### src/rtl/sdiv_pkg.sv
// -----------------------------------------------------------------------------
// sdiv_pkg
// Shared arithmetic definitions for the signed multiply/divide datapath.
//   WD_DEF / WN_DEF : default operand widths (narrow N, wide 2N)
//   state_t         : divider FSM state encoding
//   abs_u           : two's-complement magnitude of a wide value, unsigned
// -----------------------------------------------------------------------------
package sdiv_pkg;

    localparam int WD_DEF = 8;
    localparam int WN_DEF = 16;

    typedef enum logic [1:0] {
        IDLE = 2'd0,
        CALC = 2'd1,
        FIX  = 2'd2
    } state_t;

    // Magnitude of a signed wide value. The most negative input maps to
    // 2^(WN_DEF-1), which is representable because the result is unsigned.
    function automatic logic [WN_DEF-1:0] abs_u(input logic [WN_DEF-1:0] v);
        return v[WN_DEF-1] ? -v : v;
    endfunction

endpackage

### src/rtl/sdiv_step.sv
// -----------------------------------------------------------------------------
// sdiv_step
// One combinational radix-2 restoring division step.
//   rem_in       : current partial remainder (always < divisor_mag)
//   dividend_bit : next dividend bit shifted into the remainder
//   divisor_mag  : unsigned divisor magnitude
//   rem_out      : next partial remainder
//   q_bit        : quotient bit produced by this step
// -----------------------------------------------------------------------------
module sdiv_step
    import sdiv_pkg::*;
#(
    parameter int WD = WD_DEF
) (
    input  logic [WD-1:0] rem_in,
    input  logic          dividend_bit,
    input  logic [WD-1:0] divisor_mag,
    output logic [WD-1:0] rem_out,
    output logic          q_bit
);

    // The shifted remainder needs one extra bit before the compare.
    logic [WD:0] shifted;
    logic [WD:0] diff;

    always_comb begin
        shifted = {rem_in, dividend_bit};
        diff    = shifted - {1'b0, divisor_mag};
        q_bit   = (shifted >= {1'b0, divisor_mag});
        // After a successful subtract the result is below divisor_mag, so
        // dropping the top bit loses nothing.
        rem_out = q_bit ? WD'(diff) : WD'(shifted);
    end

endmodule

### src/rtl/sdiv.sv
// -----------------------------------------------------------------------------
// sdiv
// Sequential signed divider, truncating toward zero (Verilog / and %).
// Fixed latency: done pulses WN+1 clocks after start is sampled.
//   clk       : system clock
//   areset    : asynchronous active-high reset
//   start     : request, sampled while idle
//   dividend  : WN-bit signed dividend, captured with start
//   divisor   : WD-bit signed divisor, captured with start
//   busy      : division in progress
//   done      : one-cycle result strobe
//   quotient  : WN-bit signed quotient (held until next result)
//   remainder : WD-bit signed remainder (held until next result)
//   dz        : last result was a divide by zero
//   ovf       : last result overflowed (-2^(WN-1) / -1)
// -----------------------------------------------------------------------------
module sdiv
    import sdiv_pkg::*;
#(
    parameter int WD = WD_DEF,
    parameter int WN = WN_DEF
) (
    input  logic          clk,
    input  logic          areset,
    input  logic          start,
    input  logic [WN-1:0] dividend,
    input  logic [WD-1:0] divisor,
    output logic          busy,
    output logic          done,
    output logic [WN-1:0] quotient,
    output logic [WD-1:0] remainder,
    output logic          dz,
    output logic          ovf
);

    localparam int CW = $clog2(WN);

    state_t        state, next_state;
    logic [CW-1:0] count;
    logic [WN-1:0] q_sh;      // dividend bits shift out as quotient bits shift in
    logic [WD-1:0] part_rem;
    logic [WD-1:0] div_mag;
    logic          sign_n, sign_d, zero_div;
    logic [WD-1:0] rem_next;
    logic          q_bit;
    logic          load, step, fix;
    logic          neg_q;

    sdiv_step #(.WD(WD)) u_step (
        .rem_in       (part_rem),
        .dividend_bit (q_sh[WN-1]),
        .divisor_mag  (div_mag),
        .rem_out      (rem_next),
        .q_bit        (q_bit)
    );

    // NOTE: sequential state uses non-blocking assignments so every register
    // samples pre-edge values, independent of block ordering.
    always_ff @(posedge clk or posedge areset) begin
        if (areset) state <= IDLE;
        else        state <= next_state;
    end

    always_comb begin
        // NOTE: every output of this block gets a default first, so no path
        // leaves a signal unassigned and no latch is inferred.
        next_state = state;
        load       = 1'b0;
        step       = 1'b0;
        fix        = 1'b0;
        busy       = 1'b0;
        case (state)
            IDLE: begin
                if (start) begin
                    load       = 1'b1;
                    next_state = CALC;
                end
            end
            CALC: begin
                step = 1'b1;
                busy = 1'b1;
                if (count == CW'(WN - 1)) next_state = FIX;
            end
            FIX: begin
                fix        = 1'b1;
                busy       = 1'b1;
                next_state = IDLE;
            end
            default: next_state = IDLE;
        endcase
    end

    assign neg_q = sign_n ^ sign_d;

    always_ff @(posedge clk or posedge areset) begin
        if (areset) begin
            count     <= '0;
            q_sh      <= '0;
            part_rem  <= '0;
            div_mag   <= '0;
            sign_n    <= 1'b0;
            sign_d    <= 1'b0;
            zero_div  <= 1'b0;
            quotient  <= '0;
            remainder <= '0;
            dz        <= 1'b0;
            ovf       <= 1'b0;
            done      <= 1'b0;
        end else begin
            done <= fix;
            if (load) begin
                q_sh     <= abs_u(dividend);
                div_mag  <= WD'(abs_u(WN_DEF'($signed(divisor))));
                sign_n   <= dividend[WN-1];
                sign_d   <= divisor[WD-1];
                zero_div <= (divisor == '0);
                part_rem <= '0;
                count    <= '0;
            end
            if (step) begin
                part_rem <= rem_next;
                q_sh     <= {q_sh[WN-2:0], q_bit};
                count    <= count + CW'(1);
            end
            if (fix) begin
                if (zero_div) begin
                    quotient  <= '0;
                    remainder <= '0;
                    dz        <= 1'b1;
                    ovf       <= 1'b0;
                end else begin
                    quotient  <= neg_q ? -q_sh : q_sh;
                    remainder <= sign_n ? -part_rem : part_rem;
                    dz        <= 1'b0;
                    // A positive quotient with its MSB set cannot be
                    // represented; only -2^(WN-1) / -1 reaches this.
                    ovf       <= ~neg_q & q_sh[WN-1];
                end
            end
        end
    end

endmodule

### config.mk
export PLATFORM = sky130hd
export DESIGN_NAME = sdiv
export DESIGN_NICKNAME = d
export VERILOG_FILES = /design/src/rtl/sdiv_pkg.sv /design/src/rtl/sdiv_step.sv /design/src/rtl/sdiv.sv
export SDC_FILE = /design/constraint.sdc
export NUM_CORES = 1
export LEC_CHECK = 0
export BUFFER_PORTS_ARGS = -buffer_cell sky130_fd_sc_hd__buf_2
export CORE_MARGIN = 1
export CORE_UTILIZATION = 50
export DETAILED_ROUTE_END_ITERATION = 6
export PLACE_DENSITY = 0.75
export SYNTH_ARGS = -nofsm -noshare
export SYNTH_HDL_FRONTEND = slang
export SYNTH_HIERARCHICAL = 1
export SYNTH_SLANG_ARGS = --single-unit
### constraint.sdc
create_clock -name clk -period 5.39 [get_ports clk]
set_input_delay 1.617 -clock clk [delete_from_list [all_inputs] [get_ports clk]]
set_output_delay 1.617 -clock clk [all_outputs]
set_load 0.01 [all_outputs]
==> results of run 1 <==
flip-flops by register name (all words and copies together) (netlist names), 2 cells and up:
signal and count:
q_sh 16, quotient 16, div_mag 8, part_rem 8, remainder 8, count 4
state 2
worst paths after layout:
path                       depth (start not counted)          end  slack (ns)
max                                                5      q_sh[9]        2.46
min                                                1     count[3]        0.48
max reg2reg                                       10  part_rem[6]        2.83
min reg2reg                                        1     count[3]        0.48
max in group asynchronous                          3     q_sh[12]        3.15
min in group asynchronous                          2  quotient[4]        1.31
routing by layer:
layer	share of wire	GRT usage	wire, um
met2	0.45	0.382	4300
met1	0.50	0.311	4690
met4	0.015	0.0833	143
met5	0	0	0
met3	0.036	0.0395	344
stage by stage:
step / instance area (um2) / utilization / total power [W]
after floorplan: 4300 / - / 0.00220
after global placement: 4620 / 0.560 / 0.00252
after detailed placement: 4620 / 0.560 / 0.00259
after CTS: 4890 / 0.592 / 0.00316
after global routing: 4890 / 0.592 / 0.00342
final: 4890 / 0.592 / 0.00315
critical path: cells and delay by family:
family	cells	cell delay, ns
AO/OA/AOI/OAI	1	0.34
buffers and inverters	1	0.13
AND/OR/NAND/NOR	3	1.07
Yosys cell counts, drive strengths merged, types with 2 or more instances:
master   count  area share
inv         27       0.024
nor3        17       0.020
dfrtp       68        0.40
a41oi        3       0.010
nand2       56       0.049
xor2        18       0.037
a21oi       21       0.026
xnor2       17       0.035
a21o         4      0.0070
and4b        2      0.0047
a31oi        5      0.0073
or3         10       0.015
nor2        15       0.013
nor4         6      0.0087
or4          4      0.0070
ha          18       0.052
nand3        6      0.0070
a221o        2      0.0047
o2bb2ai      3      0.0061
o21a         2      0.0035
and2         2      0.0029
nor2b        5      0.0073
nand2b       7       0.010
o41ai        7       0.014
mux2         7       0.018
buf          5      0.0052
nor3b       12       0.021
a22o        11       0.022
clkbuf      20       0.017
o31ai       18       0.031
o21ai       42       0.050
mux2i       11       0.026
or2          4      0.0058
cell type report:
class | count | share of cell area
clock buffer | 10 | 0.0261
clock inverter | 6 | 0.0279
inverter | 28 | 0.0215
multi-input combinational | 351 | 0.491
sequential | 68 | 0.348
tap | 105 | 0.0269
timing repair buffer | 56 | 0.0584
cell usage in the layout (no fill, tap or decap), types with 2 or more instances in the layout:
cell type / count
o41ai_1: 7
and4b_1: 2
a22o_1: 11
bufinv_16: 4
nand2_1: 56
a41oi_1: 2
mux2i_1: 11
a221o_1: 2
nand3_1: 6
nor2b_1: 5
a21oi_2: 2
or4_1: 4
dfrtp_1: 68
clkbuf_8: 9
o21a_1: 2
o31ai_1: 18
nor2_1: 15
mux2_2: 7
nor3_1: 17
a21oi_1: 19
and2_1: 2
buf_4: 2
or2_2: 3
a31oi_1: 5
nor4_1: 6
o2bb2ai_1: 3
or3_1: 10
o21ai_0: 41
nand2b_1: 7
xor2_1: 18
inv_1: 26
xnor2_1: 17
nor3b_1: 12
a21o_1: 4
ha_1: 17
buf_2: 54
logic make-up after synthesis:
logic type,Yosys count,share of synthesized area
AND/OR/NAND/NOR,151,0.180
buffers and inverters,53,0.0471
XOR/XNOR,35,0.0713
multiplexers,18,0.0439
AO/OA/AOI/OAI,128,0.205
flip-flops,68,0.396
adder cells (fa/ha/maj),19,0.0570
where the power goes:
group	leakage, nW	internal [W]	switching (W)
Clock	0.127	0.000355	0.000203
Combinational	1.21	0.000723	0.000902
Sequential	0.865	0.000731	0.000233
Total	2.21	0.00181	0.00134
==> flow_metrics.py, run 1 <==
metrics = {
    "clock_tree": {
        "clk_path_buf_depth": 2,
        "cts_hold_buf": 0,
        "clock_sinks": 68,
        "cts_resized": 0,
        "post-cts-setup-buffer-count": 0,
        "cts_tree": "built",
        "cts.htree.levels": 3,
        "clk_pin_slew_ns": 0.07,
        "cts_buffers": 9,
        "clk-insertion-delay-late_ns": 0.36,
        "ctsRootBufferMaster": "clkbuf_8",
    },
    "final_layout": {
        "syn_to_final_growth_pct": 13.6,
        "drive_gt1_frac": 0.170,
        "multi_input_area_um2": 2400,
        "regArea_um2": 1700,
        "finalNonFillerCells": 624,
        "nets": 560,
        "fill_cells": 743,
        "antenna_cells": 0,
    },
    "synthesis": {
        "ys_seq_area_frac": 0.396,
        "synth_cells": 472,
        "synthArstFlopShare": 1.00,
        "syn_area_um2": 4300,
        "synth_edf_count": 0,
        "postSynthRegisterBits": 68,
        "synth_ff_type": "dfrtp_1",
        "synth_warnings": 6,
        "syn-num-nets": 518,
        "synth_area_per_cell_um2": 9.11,
        "yosysUniqueCellTypes": 55,
    },
    "sta": {
        "maxSlewViolCount": 0,
        "tns_ns": 0,
        "fin_skew_ns": 0.0109,
        "post-route-period-util": 0.543,
        "relSlewSlack": 0.314,
        "fmax_mhz": 342,
        "hold_slack_ns": 0.478,
        "setup_violations": 0,
        "rsz0062_at_grt": "false",
        "hold_viol_final": 0,
        "fin_crit_ns": 2.93,
        "setup_ws_ns": 2.46,
        "worstMarginPinSlew_ns": 1.03,
    },
    "setup_path": {
        "crit_arrival_ns": 3.16,
        "path_max_fanout": 5,
        "slowest_stage": "or4_1",
        "critPathKind": "in -> reg",
        "endpoint_kind": "flip-flop",
        "crit_chain": "buf_2 > or4_1 > o31ai_1 > nor4_1 > or3_1",
        "critPathLaunch": "dividend[4]",
        "max_stage_delay_ns": 0.62,
        "critical_path_required_ns": 5.62,
        "cp-start-kind": "input pin",
        "timing.rr.start": "q_sh[15]",
    },
    "power": {
        "power_density_nw_per_um2": 644,
        "peakVddDrop_uv": 353,
        "p_leak_nw": 2.21,
    },
    "floorplan": {
        "die_area_um2": 8980,
        "rows": 33,
        "boundaryPins": 55,
        "core_area_um2": 8260,
        "initial_core_util": 0.521,
        "dieWidth_um": 94.8,
        "die_h_um": 94.8,
    },
    "drt": {
        "drt-pass1-iter-count": 4,
        "num_vias": 3609,
        "ant_nets": 0,
        "drt_iter0_drc": 161,
        "drc_errors": 0,
        "via_per_inst": 5.78,
        "wirelength_um": 9480,
        "routedWlPerCell_um": 15.2,
    },
    "hold_path": {
        "hp-start": "count[3]",
        "worstHoldPathType": "reg -> reg",
    },
    "placement": {
        "portBuffers": 54,
        "hpwl_um": 6960,
        "dp.cells": 608,
        "pre_cts_ws_ns": 2.11,
        "gp_routability_congestion": 0.866,
    },
    "flow_run": {
        "maxCapViolCount": 0,
    },
    "global_route": {
        "antenna_found_initial": 0,
        "grt_use_total": 0.234,
        "grt_overflow": 0,
        "grt_pass1_wl_um": 16300,
        "grt_max_degree": 67,
        "grt_pass1_vias": 3415,
    },
    "run_status": {
        "status": "finished, final reports clean",
    },
}
(Power assumes the default switching activity.)
==> run 2, diff against run 1 <==
--- a/config.mk
+++ b/config.mk
@@ -5,6 +5,7 @@
 export SDC_FILE = /design/constraint.sdc
 export NUM_CORES = 1
 export LEC_CHECK = 0
+export ABC_AREA = 1
 export BUFFER_PORTS_ARGS = -buffer_cell sky130_fd_sc_hd__buf_2
 export CORE_MARGIN = 1
 export CORE_UTILIZATION = 50
==> constraint.sdc (replaced) <==
create_clock -name clk -period 2.9 [get_ports clk]
set_input_delay 0.87 -clock clk [delete_from_list [all_inputs] [get_ports clk]]
set_output_delay 0.87 -clock clk [all_outputs]
set_load 0.01 [all_outputs]
==> flow_metrics.py, run 2 <==
metrics = {
    "sta": {
        "fin_skew_ns": 0.00925,
        "worstMarginPinSlew_ns": 0.475,
        "setup_ws_ns": 0.769,
        "tns_ns": 0,
        "rsz0062_at_grt": "false",
        "setup_violations": 0,
        "maxSlewViolCount": 0,
        "fmax_mhz": 469,
        "hold_viol_final": 0,
        "post-route-period-util": 0.735,
        "fin_crit_ns": 2.13,
        "relSlewSlack": 0.683,
    },
    "final_layout": {
        "nets": 722,
        "final_common_cell": "nand2_1",
        "final_area_um2": 5020,
        "fill_cells": 780,
        "antenna_cells": 0,
        "drive_gt1_frac": 0.159,
        "top_regs": "q_sh x16, quotient x16",
        "syn_to_final_growth_pct": 13.4,
        "mostFrequentLayoutCells": "nand2_1, inv_1, nand3_1",
    },
    "hold_path": {
        "worstHoldPathType": "in -> async",
    },
    "drt": {
        "drt-pass1-iter-count": 5,
        "via_per_inst": 5.33,
        "ant_nets": 0,
        "drt_iter0_drc": 256,
        "wirelength_um": 10200,
        "routedWlPerCell_um": 13.0,
        "num_vias": 4187,
        "drc_errors": 0,
    },
    "floorplan": {
        "rows": 33,
        "die_h_um": 96.2,
        "core_area_um2": 8380,
        "dieWidth_um": 96.2,
        "die_area_um2": 9250,
        "initial_core_util": 0.529,
        "boundaryPins": 55,
    },
    "synthesis": {
        "synthArstFlopShare": 1.00,
        "syn-num-nets": 663,
        "syn_area_um2": 4430,
        "yosysTopAreaCell": "dfrtp_1",
        "synth_ff_type": "dfrtp_1",
        "synth_cells": 617,
        "yosysTopAreaCellShare": 0.384,
        "yosysMostFrequentCell": "nand2_1",
        "synthTopCellsByArea": "dfrtp_1, nand2_1, nand3_1",
        "ys_seq_area_frac": 0.384,
        "synth_warnings": 6,
        "yosysUniqueCellTypes": 35,
        "synth_area_per_cell_um2": 7.18,
        "postSynthRegisterBits": 68,
        "yosys-top-cells-count": "nand2_1, inv_1, nand3_1",
        "synth_edf_count": 0,
    },
    "power": {
        "power_density_nw_per_um2": 1180,
        "p_leak_nw": 2.65,
        "peakVddDrop_uv": 487,
        "power_w": 0.00595,
    },
    "placement": {
        "pre_cts_ws_ns": 0.870,
        "portBuffers": 54,
        "place_area_um2": 4830,
        "gp_routability_congestion": 0.911,
        "hpwl_um": 7920,
    },
    "clock_tree": {
        "cts_buffers": 9,
        "clk-insertion-delay-late_ns": 0.35,
        "cts.htree.levels": 3,
        "clk_pin_slew_ns": 0.08,
        "ctsRootBufferMaster": "clkbuf_8",
        "cts_hold_buf": 0,
        "clk_path_buf_depth": 2,
        "clock_sinks": 68,
        "post-cts-setup-buffer-count": 0,
        "cts_tree": "built",
        "cts_resized": 0,
    },
    "global_route": {
        "grt_overflow": 0,
        "grt_pass1_vias": 3859,
        "grt_max_degree": 63,
        "grt_pass1_wl_um": 17600,
        "grt_use_total": 0.245,
        "antenna_found_initial": 0,
    },
    "setup_path": {
        "critPathKind": "reg -> out",
        "crit_arrival_ns": 1.26,
        "cp-start-kind": "flip-flop",
        "max_stage_delay_ns": 0.41,
        "critical_path_required_ns": 2.03,
        "path_max_fanout": 4,
        "slowest_stage": "dfrtp_1",
        "crit_chain": "inv_1 > ha_1 > buf_2",
        "endpoint_kind": "primary output",
    },
    "run_status": {
        "status": "finished, final reports clean",
    },
    "flow_run": {
        "maxCapViolCount": 0,
    },
}
[run 2: worst paths after layout]
| kind | start | endpoint | slack (ns) | cells after the start |
|---|---|---|---|---|
| hold reg to reg | quotient[14] | quotient[14] | 0.47 | 2 |
| setup reg to reg | part_rem[5] | part_rem[5] | 0.96 | 10 |
| min in group clk | quotient[14] | quotient[14] | 0.47 | 2 |
| setup / recovery | state[0] | busy | 0.77 | 3 |
| hold / removal | areset | done | 0.41 | 2 |
| max in group asynchronous | areset | part_rem[7] | 1.92 | 3 |
[run 2: logic make-up after synthesis]
kind of cell	synth area share
buf+inv	0.0923
compound gates	0.110
fa+ha+maj	0.0553
flops	0.384
simple gates	0.332
xor+xnor	0.0260
[run 2: per-layer routing]
metal / up-vias / routed length, um / track usage
li1: 2106 / - / -
met1: 1941 / 5000 / 0.343
met2: 128 / 4510 / 0.379
met3: 12 / 538 / 0.0442
met4: 0 / 155 / 0.0846
met5: - / 0 / 0
[run 2: per-stage QoR]
| stage | utilization | hold slack, ns | std cells |
|---|---|---|---|
| 5_1_grt | 0.599 | 0.401 | 786 |
| 2_1_floorplan | - | 0.453 | 617 |
| 3_3_place_gp | 0.577 | 0.457 | 770 |
| 4_1_cts | 0.599 | 0.398 | 786 |
| 3_5_place_dp | 0.577 | 0.461 | 770 |
| 6_report | 0.599 | 0.407 | 786 |
[run 2: report_power, final]
| group | internal [W] | total (W) | switching, W |
|---|---|---|---|
| logic | 0.00124 | 0.00348 | 0.00224 |
| clock network | 0.000397 | 0.000760 | 0.000363 |
| registers | 0.00138 | 0.00171 | 0.000326 |
[run 2: worst max-delay path, delay by kind of cell, from the launching register on]
| kind | cells | cell delay, ns |
|---|---|---|
| DFF | 1 | 0.41 |
| adders and majority gates | 1 | 0.24 |
| buffers and inverters | 2 | 0.27 |
[run 2: cell type report]
type,instances,area (um2),area share
Inverter,93,349,0.0695
Tap cell,105,131,0.0261
Timing Repair Buffer,60,328,0.0652
Clock buffer,10,128,0.0254
Sequential cell,68,1700,0.339
Multi-Input combinational cell,444,2320,0.462
Clock inverter,6,65.1,0.0129
==> run 3, diff against run 2 <==
==> constraint.sdc (replaced) <==
create_clock -name clk -period 2.2 [get_ports clk]
set_input_delay 0.66 -clock clk [delete_from_list [all_inputs] [get_ports clk]]
set_output_delay 0.66 -clock clk [all_outputs]
set_load 0.01 [all_outputs]
==> flow_metrics.py, run 3 (synthesis results as in run 2) <==
metrics = {
    "clock_tree": {
        "clk-insertion-delay-late_ns": 0.34,
        "cts_tree": "built",
        "cts_resized": 0,
        "clock_sinks": 68,
        "clk_pin_slew_ns": 0.08,
        "ctsRootBufferMaster": "clkbuf_8",
        "cts_hold_buf": 0,
        "clk_path_buf_depth": 2,
        "cts.htree.levels": 3,
        "post-cts-setup-buffer-count": 0,
        "cts_buffers": 9,
    },
    "setup_path": {
        "critPathKind": "reg -> reg",
        "max_stage_delay_ns": 0.45,
        "r2r_cells": 10,
        "timing.rr.start": "part_rem[5]",
        "crit_arrival_ns": 2.26,
        "endpoint_kind": "flip-flop",
        "slowest_stage": "dfrtp_1",
        "cp-start-kind": "flip-flop",
        "rrSetupSlack_ns": 0.17,
        "r2r_end": "part_rem[5]",
        "critical_path_required_ns": 2.43,
        "critPathBufInv": 0,
        "cpLargestDelayFamily": "simple AND/OR/NAND/NOR gates",
        "crit_chain": "ha_1 > nand2_1 > nand2_1 > nand2_1 > nand2_2 > nor2_4 > nand2_8 > nand2_2 > nand2_1 > a22o_1",
        "cpMostUsedCell": "nand2_1",
        "path_max_fanout": 9,
    },
    "sta": {
        "rsz0062_at_grt": "false",
        "fmax_mhz": 493,
        "fin_skew_ns": 0.00757,
        "tns_ns": 0,
        "maxSlewViolCount": 0,
        "relSlewSlack": 0.671,
        "worstMarginPinSlew_ns": 0.492,
        "setup_violations": 0,
        "post-route-period-util": 0.923,
        "hold_viol_final": 0,
        "fin_crit_ns": 2.03,
    },
    "drt": {
        "ant_nets": 0,
        "drt_iter0_drc": 313,
        "drt-pass1-iter-count": 5,
        "wirelength_um": 11000,
        "num_vias": 4226,
        "routedWlPerCell_um": 13.9,
        "drc_errors": 0,
        "via_per_inst": 5.34,
    },
    "power": {
        "p_leak_nw": 2.69,
        "power_density_nw_per_um2": 1600,
        "power_frac_seq": 0.276,
        "power_w": 0.00814,
        "peakVddDrop_uv": 613,
        "p_comb_frac": 0.582,
        "power.switching_w": 0.00398,
        "switching_share": 0.488,
        "p_int_w": 0.00416,
        "p_clk_frac": 0.142,
    },
    "final_layout": {
        "antenna_cells": 0,
        "mostFrequentLayoutCells": "nand2_1, inv_1, nand3_1",
        "final_common_cell": "nand2_1",
        "top_regs": "q_sh x16, quotient x16",
        "drive_gt1_frac": 0.165,
        "syn_to_final_growth_pct": 15.0,
        "nets": 727,
        "fill_cells": 797,
    },
    "floorplan": {
        "die_h_um": 96.2,
        "initial_core_util": 0.529,
        "die_area_um2": 9250,
        "core_area_um2": 8380,
        "dieWidth_um": 96.2,
        "rows": 33,
        "boundaryPins": 55,
    },
    "placement": {
        "portBuffers": 54,
        "hpwl_um": 8200,
        "gp_routability_congestion": 0.876,
    },
    "global_route": {
        "grt_pass1_vias": 4001,
        "grt_pass1_wl_um": 18500,
        "grt_max_degree": 69,
        "antenna_found_initial": 0,
        "grt_overflow": 0,
        "grt_use_total": 0.260,
    },
    "hold_path": {
        "worstHoldPathType": "in -> async",
    },
    "run_status": {
        "status": "finished, final reports clean",
    },
    "flow_run": {
        "maxCapViolCount": 0,
    },
}
[run 3: changes by cell type in the layout (fill, tap and decap cells not counted)]
cell and delta:
inv_6 +2, buf_4 +5, clkinv_2 -2, inv_2 -1, bufinv_16 +1
[run 3: how the worst max path moves through the flow]
stage,start,end,cells past startpoint
CTS,part_rem[5],part_rem[5],10
detailed placement,part_rem[5],part_rem[5],10
global placement,part_rem[5],part_rem[5],10
global route,part_rem[5],part_rem[5],10
floorplan,part_rem[5],part_rem[5],10
finish,part_rem[5],part_rem[5],10
[run 3: metrics by stage]
step            util  setup WS (ns)  cell area, um2  hold slack, ns  cells
4_1_cts        0.608          0.191            5100           0.408    791
3_3_place_gp   0.581          0.339            4870           0.460    775
5_1_grt        0.608          0.105            5100           0.417    791
3_5_place_dp   0.581          0.205            4870           0.466    775
2_1_floorplan      -          0.435            4440           0.453    617
6_report       0.608          0.170            5100           0.390    791
[run 3: power by group through the flow]
stage	clock, W	combinational [W]	sequential [W]
after detailed placement	0	0.00465	0.00226
after floorplan	0	0.00346	0.00225
after global placement	0	0.00453	0.00224
after CTS	0.00119	0.00471	0.00224
final	0.00116	0.00473	0.00225
after global routing	0.00124	0.00534	0.00233
[run 3: final cells by class]
type	instances	area (um2)	area share
Multi-Input combinational cell	444	2320	0.456
Clock buffer	10	128	0.0250
Tap cell	105	131	0.0258
Timing Repair Buffer	65	365	0.0717
Sequential cell	68	1700	0.334
Inverter	93	353	0.0692
Clock inverter	6	95.1	0.0187
[run 3: metal layers]
| layer | global-route usage | wire length [um] | vias to the layer above |
|---|---|---|---|
| met1 | 0.351 | 5180 | 1980 |
| met5 | 0 | 0 | - |
| met3 | 0.0387 | 431 | 22 |
| li1 | - | - | 2112 |
| met4 | 0.0920 | 215 | 0 |
| met2 | 0.423 | 5150 | 112 |
[run 3: worst min-delay path, stage by stage]
cell,delay [ns]
buf_2,0.11
clkinvlp_4,0.07
buf_12,0.29
